==> src/rtl/mult32_seq.sv <==
// mult32_seq: sequential unsigned 32x32->64 shift-and-add multiplier.
// Operands arrive on a valid/ready handshake, one partial-product step runs
// per clock through a single adder32, and the product leaves on a second
// valid/ready handshake. The adder's carry-out feeds the top product bit.

// adder32: 32-bit unsigned adder producing a 33-bit sum (carry-out in bit 32).
module adder32 (
  input  logic [31:0] a,
  input  logic [31:0] b,
  output logic [32:0] sum
);

  // Zero-extend both operands so the carry lands in sum[32].
  assign sum = {1'b0, a} + {1'b0, b};

endmodule

module mult32_seq (
  input  logic        clk,
  input  logic        rst,
  input  logic        in_valid,
  output logic        in_ready,
  input  logic [31:0] a,
  input  logic [31:0] b,
  output logic        out_valid,
  input  logic        out_ready,
  output logic [63:0] product
);

  typedef enum logic [1:0] {
    IDLE = 2'd0,
    BUSY = 2'd1,
    DONE = 2'd2
  } state_t;

  state_t      state;
  logic [31:0] mcand;
  logic [63:0] prod;
  logic [5:0]  count;
  logic [31:0] addend;
  logic [32:0] sum;

  // Add the multiplicand only when the current multiplier bit (prod[0]) is set.
  assign addend = prod[0] ? mcand : 32'd0;

  adder32 u_adder (
    .a   (prod[63:32]),
    .b   (addend),
    .sum (sum)
  );

  // The output register is the product register itself.
  assign product = prod;

  // Control FSM and datapath: accept, 32 shift-and-add steps, hold result.
  // NOTE: every register here is assigned with <= so all of them update
  // together from the values they held before the edge.
  always_ff @(posedge clk) begin
    if (!rst) begin
      state     <= IDLE;
      mcand     <= '0;
      prod      <= '0;
      count     <= '0;
      in_ready  <= 1'b1;
      out_valid <= 1'b0;
    end else begin
      case (state)
        IDLE: begin
          if (in_valid) begin
            mcand    <= a;
            prod     <= {32'd0, b};
            count    <= '0;
            in_ready <= 1'b0;
            state    <= BUSY;
          end
        end
        BUSY: begin
          // The 33-bit sum, carry included, becomes the new upper half while
          // the consumed multiplier bit shifts out at the bottom.
          prod  <= {sum, prod[31:1]};
          count <= count + 6'd1;
          if (count == 6'd31) begin
            out_valid <= 1'b1;
            state     <= DONE;
          end
        end
        DONE: begin
          if (out_ready) begin
            out_valid <= 1'b0;
            in_ready  <= 1'b1;
            state     <= IDLE;
          end
        end
        default: begin
          out_valid <= 1'b0;
          in_ready  <= 1'b1;
          state     <= IDLE;
        end
      endcase
    end
  end

endmodule

==> config.mk <==
export PLATFORM = sky130hd
export DESIGN_NAME = mult32_seq
export DESIGN_NICKNAME = d
export VERILOG_FILES = /design/src/rtl/mult32_seq.sv
export SDC_FILE = /design/constraint.sdc
export NUM_CORES = 1
export LEC_CHECK = 0
export ABC_AREA = 1
export CORE_AREA = 4 4 118 131
export DETAILED_ROUTE_END_ITERATION = 10
export DIE_AREA = 0 0 122 135
export GPL_TIMING_DRIVEN = 0
export PLACE_DENSITY = 0.75
export SYNTH_ARGS = -nofsm -noshare
export SYNTH_HDL_FRONTEND = slang
export SYNTH_SLANG_ARGS = --single-unit
==> constraint.sdc <==
create_clock -name clk -period 4.7 [get_ports clk]
set_clock_uncertainty 0.1 [all_clocks]
set_input_delay 0.47 -clock clk [delete_from_list [all_inputs] [get_ports clk]]
set_output_delay 0.47 -clock clk [all_outputs]
set_load 0.005 [all_outputs]
After elaboration in Yosys (flattened, before gate mapping)
Index checks and enable logic that the tools add are counted.
- input port bits: 68
- bits in registers: 106
- eq/ne operators: 6
- mux-type cells: 15
- add/sub/neg operators: 2
- reductions and logical operators: 7
- bitwise operators: 2
- operators with widths (cell ; number):
    64-bit one-hot mux with 2 select lines ; 1
    64-bit 2-to-1 mux ; 1
    32-bit by 32-bit adder with 33-bit output ; 1
    32-bit 2-to-1 mux ; 1
    6-bit one-hot mux with 2 select lines ; 1
    3-bit AND reduction ; 3
    6-bit by 1-bit adder with 6-bit output (second input constant) ; 1
    6-bit by 5-bit equality test with 1-bit output (second input constant) ; 1
    2-bit 2-to-1 mux ; 3
    6-bit 2-to-1 mux ; 1
    2-bit != test (second input constant) ; 3
    1-bit one-hot mux with 3 select lines ; 2
    2-bit one-hot mux with 3 select lines ; 1
    1-bit 2-to-1 mux ; 4
    2-bit AND reduction ; 2
    2-bit by 1-bit equality test with 1-bit output (second input constant) ; 1
    2-bit equality test (second input constant) ; 1
    2-bit logical NOT ; 1
    1-bit inverter ; 2
    2-bit nonzero test ; 1

Longest topological paths before layout
Gate-level depths: netlist of the first run.
- word-level depth: 3
- depth in mapped cells: 17
- gate-level depth less buffers: 16

Modules after synthesis
From an unflattened synthesis of the first run, not the netlist that was laid out.
- cell total of the unflattened synthesis: 1089
- area total of the unflattened synthesis: 6867.8 um^2
- by module, submodules not included (module ; times used ; cells an instance ; area an instance (um^2) ; seq. area each (um^2)):
    mult32_seq ; 1 ; 584 ; 4444.3 ; 2122.0
    adder32 ; 1 ; 505 ; 2423.6 ; 0.0

Worst setup path after synthesis of the first run
No wires, ideal clock.
- path type: register to register
- start point: reg prod[0], in the netlist product[0]
- end point: reg prod[47], in the netlist product[47]
- setup time: 132 ps
- cell stages (with the launch flop): 16
- path slack: 2469 ps
- buffers on the path: 2
- data arrival time: 1999 ps
- required time: 4468 ps
- cell sequence: dfxtp_1 > clkbuf_1 > clkbuf_1 > nand2_1 > inv_1 > ha_1 > nand2_1 > inv_1 > nand2_1 > nand2_1 > o21bai_1 > inv_1 > nand2_1 > or2_1 > nand2_1 > a21oi_1
- longest elaborated chain between the ends: 3
- ends and longest elaborated chain (what ; line ; text):
    from (decl) ; 38 ; logic [63:0] prod;
    from (signal assigned) ; 71 ; prod <= {32'd0, b};
    from (signal assigned) ; 80 ; prod <= {sum, prod[31:1]};
    32-bit 2-to-1 mux ; 44 ; assign addend = prod[0] ? mcand : 32'd0;
    32-bit by 32-bit adder with 33-bit output ; 14 ; assign sum = {1'b0, a} + {1'b0, b};
    64-bit one-hot mux with 2 select lines ; 67 ; case (state)
Every way passes these cells.
A chain may end at the register's enable or synchronous reset.

Worst setup path after layout of the first run
- start point: reg prod[0], in the netlist product[0]
- end point: reg prod[60], in the netlist product[60]
Same word-level chain as after synthesis.

==> results of run 1 <==
final timing paths:
| path | endpoint | slack, ps | cells past startpoint |
|---|---|---|---|
| max reg2reg | product[60]$_SDFFE_PN0P_ | 1800 | 16 |
| min reg2reg | product[2]$_SDFFE_PN0P_ | 360 | 2 |
| max | product[60]$_SDFFE_PN0P_ | 1800 | 16 |
| min | product[2]$_SDFFE_PN0P_ | 360 | 2 |
routing by layer:
| metal | part of all wire, % | GRT usage [%] | vias to the layer above |
|---|---|---|---|
| met3 | 6.8 | 5.78 | 19 |
| met2 | 47 | 41.6 | 161 |
| met1 | 44 | 30.1 | 2987 |
| li1 | - | - | 3612 |
| met5 | 0 | 0 | - |
| met4 | 1.9 | 8.03 | 0 |
report_power, final:
part           leakage [nW]  switching [W]  internal, W
clock                 0.133       0.000380     0.000368
combinational          3.05       0.000259     0.000230
sequential            0.870      0.0000539     0.000976
total                  4.05       0.000694      0.00157
layout by cell type, fill, tap and decap left out, drive strengths merged, types with 2 or more instances in the layout:
master         synthesis  final
a21o                   2      2
a21oi                105    105
a221oi                 2      2
buf                   16     16
clkbuf                23     33
clkdlybuf4s50          0    133
dfxtp                106    106
ha                    33     33
inv                  188    191
nand2                299    299
nand3                 50     50
nand3b                 4      4
nand4                  4      4
nor2                 115    115
nor3                   7      7
o21ai                 49     49
o21bai                 3      3
o221ai                32     32
or2                    4      4
sequential cells by signal, summed over array words and instances, names as in the netlist:
register   flops
count          6
in_ready       1
mcand         32
out_valid      1
product       64
state          2
worst max-delay path, stage by stage, from the launching register on:
cell and delay [ps]:
dfxtp_1 330, clkbuf_1 260, clkbuf_1 530, nand2_1 110
inv_1 120, ha_1 280, nand2_1 80, inv_1 60
nand2_1 100, inv_1 80, a21oi_1 140, nand2_1 170
nand2_1 160, nand2_1 60, nand2_1 60, nand3_1 60
a21oi_1 120
cell type report:
| class | instances | area (um^2) |
|---|---|---|
| fill | 1467 | 5830 |
| multi-input combinational | 714 | 3530 |
| timing repair buffer | 133 | 1330 |
| clock buffer | 10 | 229 |
| sequential | 106 | 2120 |
| tap | 192 | 240 |
| inverter | 188 | 706 |
| clock inverter | 5 | 47.5 |
| buffer | 39 | 179 |
through the flow:
step / power, W / instances / hold WS, ps / cell area [um^2]
finish: 0.00227 / 1387 / 363 / 8380
global route: 0.00238 / 1387 / 378 / 8380
detailed placement: 0.00154 / 1372 / 356 / 8110
floorplan: 0.00130 / 1047 / 350 / 6540
CTS: 0.00228 / 1387 / 366 / 8380
global placement: 0.00153 / 1372 / 348 / 8110
cells by family after synthesis:
group           synth area share [%]
flops                           32.5
fa+ha+maj                       6.62
buf+inv                         13.5
simple gates                    29.7
compound gates                  17.7
==> flow_summary.toml, run 1 <==
[outcome]
outcome = "finished clean"

[drt]
dr_total_vias = 6779
drc = 0
final_antenna_net_count = 0
drtIter0Drc = 376
wl_per_cell_um = 13.9
wl_mm = 19.3
viasPerCell = 4.89
dr.pass1.iters = 6

[global_route]
antenna_found_initial = 0
grt_pass1_wl_mm = 32.2
grt_start_max_net_pins = 19
grt_pass1_vias = 6637
overflow = 0
grt_usage_pct = 24.4

[flow_run]
drv_cap = 0

[setup_path]
crit_path_start_kind = "flip-flop"
cp-end-kind = "flip-flop"
arrival_ps = 3090
crit_type = "reg2reg"
crit_fanout = 10
cp.required_ps = 4890
rr_startpoint = "product[0]$_SDFFE_PN0P_"
crit_start = "product[0]$_SDFFE_PN0P_"

[cts]
cts_hold_buf = 0
cts_max_path_buffers = 2
cts_root_buffer = "clkbuf_16"
cts_made_buffers = 9
cts_tree = "built"
worstSkewPairLatency_ps = 370
cts_num_sinks = 106
clk_pin_slew_ps = 70
cts_resized = 0
htreeDepth = 3
post-cts-setup-buffer-count = 0

[synthesis]
synthTopCellsByArea = "dfxtp_1, nand2_1, inv_1, a21oi_1, nor2_1"
synthesis.nets = 1149
netlist_top_cells_count = "nand2_1, inv_1, nor2_1"
syn_inst = 1047
yosysUniqueCellTypes = 34
synth.ff_latch_count = 106
synth_flop_cell = "dfxtp_1"
ys_warn_count = 0
synthArstFlopShare_pct = 0
synth_edf_count = 0
synthMostInstantiatedCell = "nand2_1"
post-synth-top-area-fraction_pct = 32.5
syn_area_per_cell_um2 = 6.24
synth_area_um2 = 6540
synth_top_area_cell = "dfxtp_1"
synth_seq_area_share_pct = 32.5

[sta]
max_slew.worst_pin.slew_ps = 732
period_share_pct = 61.7
rsz0062_at_grt = "no"
worst_slack_ps = 1800
period_needed_ps = 2900
setup_viol = 0
relSlewSlack_pct = 51.2
final-max-slew-violation-count = 0
fmax_mhz = 345
hold_violations = 0
setup_tns_ps = 0

[place]
preCtsSetupSlack_ps = 1800
portBuffers = 133
gp_congestion = 0.938
hpwl_mm = 15.2

[die]
die_height_um = 135
ioPinCount = 134
rows = 46
initial_utilization_pct = 46.0
dieArea_um2 = 16500
core_area_um2 = 14200
die_x_um = 122

[worst_hold_path]
hp-start = "product[2]$_SDFFE_PN0P_"
hp-class = "reg2reg"

[cells_and_area]
post-route-util_pct = 59.0
area_growth_syn_to_layout_pct = 28.3
n_antenna_cell = 0
nNetsFinal = 1293
drive_above_1_share_pct = 3.60

[power_and_ir_drop]
powerDensity_nw_per_um2 = 270
leakagePower_nw = 4.05
ir_drop_mv = 0.186
No activity file was read; power rests on OpenSTA's default activity.
==> run 2, diff against run 1 <==
--- a/config.mk
+++ b/config.mk
@@ -10,7 +10,7 @@
 export DETAILED_ROUTE_END_ITERATION = 10
 export DIE_AREA = 0 0 122 135
 export GPL_TIMING_DRIVEN = 0
-export PLACE_DENSITY = 0.75
+export PLACE_DENSITY = 0.78
 export SYNTH_ARGS = -nofsm -noshare
 export SYNTH_HDL_FRONTEND = slang
 export SYNTH_SLANG_ARGS = --single-unit
==> constraint.sdc (replaced) <==
create_clock -name clk -period 2.35 [get_ports clk]
set_clock_uncertainty 0.1 [all_clocks]
set_input_delay 0.235 -clock clk [delete_from_list [all_inputs] [get_ports clk]]
set_output_delay 0.235 -clock clk [all_outputs]
set_load 0.005 [all_outputs]
==> run 2 against run 1 <==
Net effect: setup slack worse by 1700 ps; first-iteration DRC count up 18%; cell count up 0.43%.
==> flow_summary.toml, run 2 (synthesis results as in run 1) <==
[setup_path]
reg2reg_to = "product[53]$_SDFFE_PN0P_"
crit_fanout = 6
worst-r2r-cell-count = 16
cp-end-kind = "flip-flop"
rrSetupSlack_ps = 90
arrival_ps = 2380
crit_type = "reg2reg"
rr_startpoint = "product[0]$_SDFFE_PN0P_"
crit_path_start_kind = "flip-flop"
cp.required_ps = 2480

[drt]
wl_mm = 20.1
wl_per_cell_um = 14.4
viasPerCell = 5.04
final_antenna_net_count = 0
dr.pass1.iters = 5
drtIter0Drc = 444
dr_total_vias = 7021
drc = 0

[power_and_ir_drop]
seqPwrFrac_pct = 44.3
powerDensity_nw_per_um2 = 528
p_int_w = 0.00329
power_w = 0.00467
switching_power_w = 0.00138
swShare_pct = 29.6
pwr-share-clk_pct = 33.8
leakagePower_nw = 4.10
pwr-share-comb_pct = 21.9
ir_drop_mv = 0.391

[cells_and_area]
post-route-util_pct = 62.2
area_growth_syn_to_layout_pct = 35.3
most-common-layout-cells = "nand2_1, inv_1, clkdlybuf4s50_1"
fill_cells = 1350
n_antenna_cell = 0
layout_commonest_cell = "nand2_1"
nNetsFinal = 1298
largest_register_ffs = 64
multi_input_area_um2 = 3910
drive_above_1_share_pct = 10.7
regArea_um2 = 2130

[outcome]
outcome = "finished clean"

[die]
rows = 46
core_area_um2 = 14200
initial_utilization_pct = 46.0
ioPinCount = 134
die_x_um = 122
die_height_um = 135
dieArea_um2 = 16500

[sta]
period_share_pct = 96.0
fmax_mhz = 443
setup_viol = 0
hold_violations = 0
final-max-slew-violation-count = 0
period_needed_ps = 2260
max_slew.worst_pin.slew_ps = 748
relSlewSlack_pct = 50.1

[place]
hpwl_mm = 15.3
portBuffers = 133
gp_congestion = 1.00

[worst_hold_path]
holdPathStages = 2
worstHoldEndpoint = "product[26]$_SDFFE_PN0P_"
hp-class = "reg2reg"
hp-start = "product[26]$_SDFFE_PN0P_"

[cts]
clk_pin_slew_ps = 80
worstSkewPairLatency_ps = 360
cts_num_sinks = 106
cts_hold_buf = 0
htreeDepth = 3
cts_tree = "built"
cts_max_path_buffers = 2
cts_made_buffers = 9
cts_root_buffer = "clkbuf_16"

[global_route]
grt_pass1_vias = 6720
overflow = 0
grt_usage_pct = 24.1
grt_pass1_wl_mm = 31.9
antenna_found_initial = 0
grt_start_max_net_pins = 19

[flow_run]
drv_cap = 0
-- run 2: worst max path at each step --
| stage | startpoint | to | slack (ps) | depth (start not counted) |
|---|---|---|---|---|
| 3_3_place_gp | product[0]$_SDFFE_PN0P_ | product[47]$_SDFFE_PN0P_ | -450 | 15 |
| 5_1_grt | product[0]$_SDFFE_PN0P_ | product[63]$_SDFFE_PN0P_ | -20 | 16 |
| 4_1_cts | product[0]$_SDFFE_PN0P_ | product[53]$_SDFFE_PN0P_ | 0.1 | 15 |
| 3_5_place_dp | product[0]$_SDFFE_PN0P_ | product[53]$_SDFFE_PN0P_ | -510 | 16 |
| 6_report | product[0]$_SDFFE_PN0P_ | product[53]$_SDFFE_PN0P_ | 90 | 16 |
| 2_1_floorplan | product[0]$_SDFFE_PN0P_ | product[47]$_SDFFE_PN0P_ | 120 | 15 |
-- run 2: routing by layer --
layer / global-route usage (%) / vias to the layer above / part of all wire [%]
met1: 29.9 / 3123 / 43
met2: 41.2 / 227 / 48
met3: 4.90 / 37 / 6.4
met5: 0 / - / 0
met4: 9.03 / 0 / 2.4
li1: - / 3634 / -
-- run 2: through the flow --
stage,hold slack (ps),std cells,setup slack [ps],area (um^2),setup TNS (ps)
4_1_cts,365,1387,0.125,8430,0
3_3_place_gp,348,1372,-455,8110,-8430
2_1_floorplan,300,1047,119,6540,0
5_1_grt,389,1393,-15.5,8840,-73.7
3_5_place_dp,355,1372,-513,8110,-9400
6_report,363,1393,93.9,8840,0
-- run 2: area by class of cell --
type | count | share of cell area [%]
inverter | 188 | 7.98
timing repair buffer | 139 | 15.6
tap | 192 | 2.72
multi-input combinational | 714 | 44.2
buffer | 38 | 2.15
clock inverter | 6 | 0.806
sequential | 106 | 24.0
clock buffer | 10 | 2.59
-- run 2: critical path: stages, from the launching register on --
cell and delay, ps:
dfxtp_4 390, nand2_1 70, inv_1 80, ha_4 140, inv_1 50, fa_2 330, inv_2 80, buf_4 110
nand2_1 50, nand3_1 120, nand2_1 80, nand2_2 120, nand2_1 120, nand2_1 80, nand2_1 50, nand3_1 70
a21oi_1 70
-- run 2: power by group through the flow --
stage | clock [W] | sequential [W] | combinational [W]
global placement | 0 | 0.00210 | 0.000966
detailed placement | 0 | 0.00210 | 0.000982
floorplan | 0 | 0.00209 | 0.000505
CTS | 0.00160 | 0.00207 | 0.000985
global route | 0.00167 | 0.00209 | 0.00113
finish | 0.00158 | 0.00207 | 0.00102
-- run 2: repair_timing --
item	4_1_cts	5_1_grt
setup buffers	0	6
gates resized for setup	11	81
setup endpoints to repair	29	24
cloned	0	0
pin swaps	0	6
==> run 3, diff against run 2 <==
--- a/config.mk
+++ b/config.mk
@@ -6,9 +6,9 @@
 export NUM_CORES = 1
 export LEC_CHECK = 0
 export ABC_AREA = 1
-export CORE_AREA = 4 4 118 131
+export CORE_AREA = 2 2 116 129
 export DETAILED_ROUTE_END_ITERATION = 10
-export DIE_AREA = 0 0 122 135
+export DIE_AREA = 0 0 118 131
 export GPL_TIMING_DRIVEN = 0
 export PLACE_DENSITY = 0.78
 export SYNTH_ARGS = -nofsm -noshare
==> run 3 against run 2 <==
Net effect: critical path depth down 1; via count barely moved; cell area decreased by 0.14%; total power increased by 1.0%; fmax decreased by 0.89%; largest cell class unchanged.
==> flow_summary.toml, run 3 (synthesis results as in run 1) <==
[setup_path]
crit_path_start_kind = "flip-flop"
crit_fanout = 10
cp.required_ps = 2540
crit_type = "reg2reg"
arrival_ps = 2460
cp-end-kind = "flip-flop"

[drt]
viasPerCell = 5.04
wl_per_cell_um = 14.3
wl_mm = 19.9
drtIter0Drc = 345
drc = 0
dr_total_vias = 7027
final_antenna_net_count = 0
dr.pass1.iters = 5

[power_and_ir_drop]
p_int_w = 0.00331
pwr-share-clk_pct = 34.6
powerDensity_nw_per_um2 = 534
switching_power_w = 0.00140
ir_drop_mv = 0.341
seqPwrFrac_pct = 43.9
leakagePower_nw = 4.12
swShare_pct = 29.7
pwr-share-comb_pct = 21.6

[cells_and_area]
drive_above_1_share_pct = 9.83
fill_cells = 1345
area_growth_syn_to_layout_pct = 35.1
n_antenna_cell = 0
layout_commonest_cell = "nand2_1"
largest_register_ffs = 64
nNetsFinal = 1299
most-common-layout-cells = "nand2_1, inv_1, clkdlybuf4s50_1"

[global_route]
grt_start_max_net_pins = 19
grt_usage_pct = 24.8
overflow = 0
grt_pass1_wl_mm = 30.9
grt_pass1_vias = 6573
antenna_found_initial = 0

[die]
initial_utilization_pct = 46.0
core_area_um2 = 14200
rows = 46
dieArea_um2 = 15500
die_x_um = 118
die_height_um = 131
ioPinCount = 134

[cts]
htreeDepth = 3
cts_tree = "built"
cts_max_path_buffers = 2
cts_num_sinks = 106
cts_root_buffer = "clkbuf_16"
cts_made_buffers = 9
clk_pin_slew_ps = 80
worstSkewPairLatency_ps = 360

[sta]
period_needed_ps = 2280
fmax_mhz = 439
relSlewSlack_pct = 50.3
holdWs_ps = 365
max_slew.worst_pin.slew_ps = 745
hold_violations = 0
final-max-slew-violation-count = 0
setup_tns_ps = 0
setup_viol = 0
rsz0062_at_grt = "yes"
period_share_pct = 96.9

[place]
hpwl_mm = 15.1
portBuffers = 133
gp_congestion = 1.01

[flow_run]
drv_cap = 0

[outcome]
outcome = "finished clean"

[worst_hold_path]
hp-class = "reg2reg"
run 3: worst max-delay path, stage by stage (launching register included):
cell and delay (ps):
dfxtp_4 410, buf_6 150, nand2_1 60, inv_1 60
ha_2 300, nand2_2 120, inv_1 70, nand2_1 120
inv_1 90, a21oi_1 170, nand2_2 130, nand2_2 110
nand2_1 60, nand2_1 60, nand3_1 60, a21oi_1 130
run 3: layout make-up:
type	instances	area (um^2)	area share (%)
Buffer	38	198	2.24
Clock buffer	10	239	2.71
Clock inverter	5	70.1	0.793
Inverter	188	706	7.99
Multi-Input combinational cell	714	3870	43.8
Sequential cell	106	2130	24.1
Tap cell	192	240	2.72
Timing Repair Buffer	140	1380	15.7
run 3: layer usage:
layer	vias up	global-route usage, %	part of all wire, %
li1	3623	-	-
met1	3161	28.9	43
met2	204	45.3	49
met3	39	5.30	5.9
met4	0	8.93	2.7
met5	-	0	0
run 3: through the flow:
step           setup slack, ps  util, %  power, W  area [um^2]  cells
3_5_place_dp              -587     57.0   0.00308         8110   1372
2_1_floorplan              119        -   0.00259         6540   1047
3_3_place_gp              -548     57.0   0.00306         8110   1372
5_1_grt                  -65.8     62.1   0.00491         8830   1393
6_report                  73.7     62.1   0.00472         8830   1393
4_1_cts                   9.79     59.4   0.00469         8440   1386
run 3: path summary, 6_finish.rpt:
check	to	startpoint	cells after the start	slack (ps)
setup / recovery	product[60]$_SDFFE_PN0P_	product[0]$_SDFFE_PN0P_	15	70
hold / removal	product[25]$_SDFFE_PN0P_	product[25]$_SDFFE_PN0P_	2	370
setup reg to reg	product[60]$_SDFFE_PN0P_	product[0]$_SDFFE_PN0P_	15	70
hold reg to reg	product[25]$_SDFFE_PN0P_	product[25]$_SDFFE_PN0P_	2	370
run 3: power by group through the flow:
stage / Sequential [W] / Clock [W] / Combinational, W
3_3_place_gp: 0.00209 / 0 / 0.000963
5_1_grt: 0.00209 / 0.00171 / 0.00112
6_report: 0.00207 / 0.00163 / 0.00102
4_1_cts: 0.00207 / 0.00164 / 0.000986
2_1_floorplan: 0.00209 / 0 / 0.000505
3_5_place_dp: 0.00210 / 0 / 0.000980
run 3: repair_timing:
action                                  4_1_cts  5_1_grt
gates cloned                                  0        0
setup buffers                                 0        7
resized for setup                            12       72
hold buffers                                  0        0
pin swaps                                     0        6
endpoints found under the setup margin       27       25
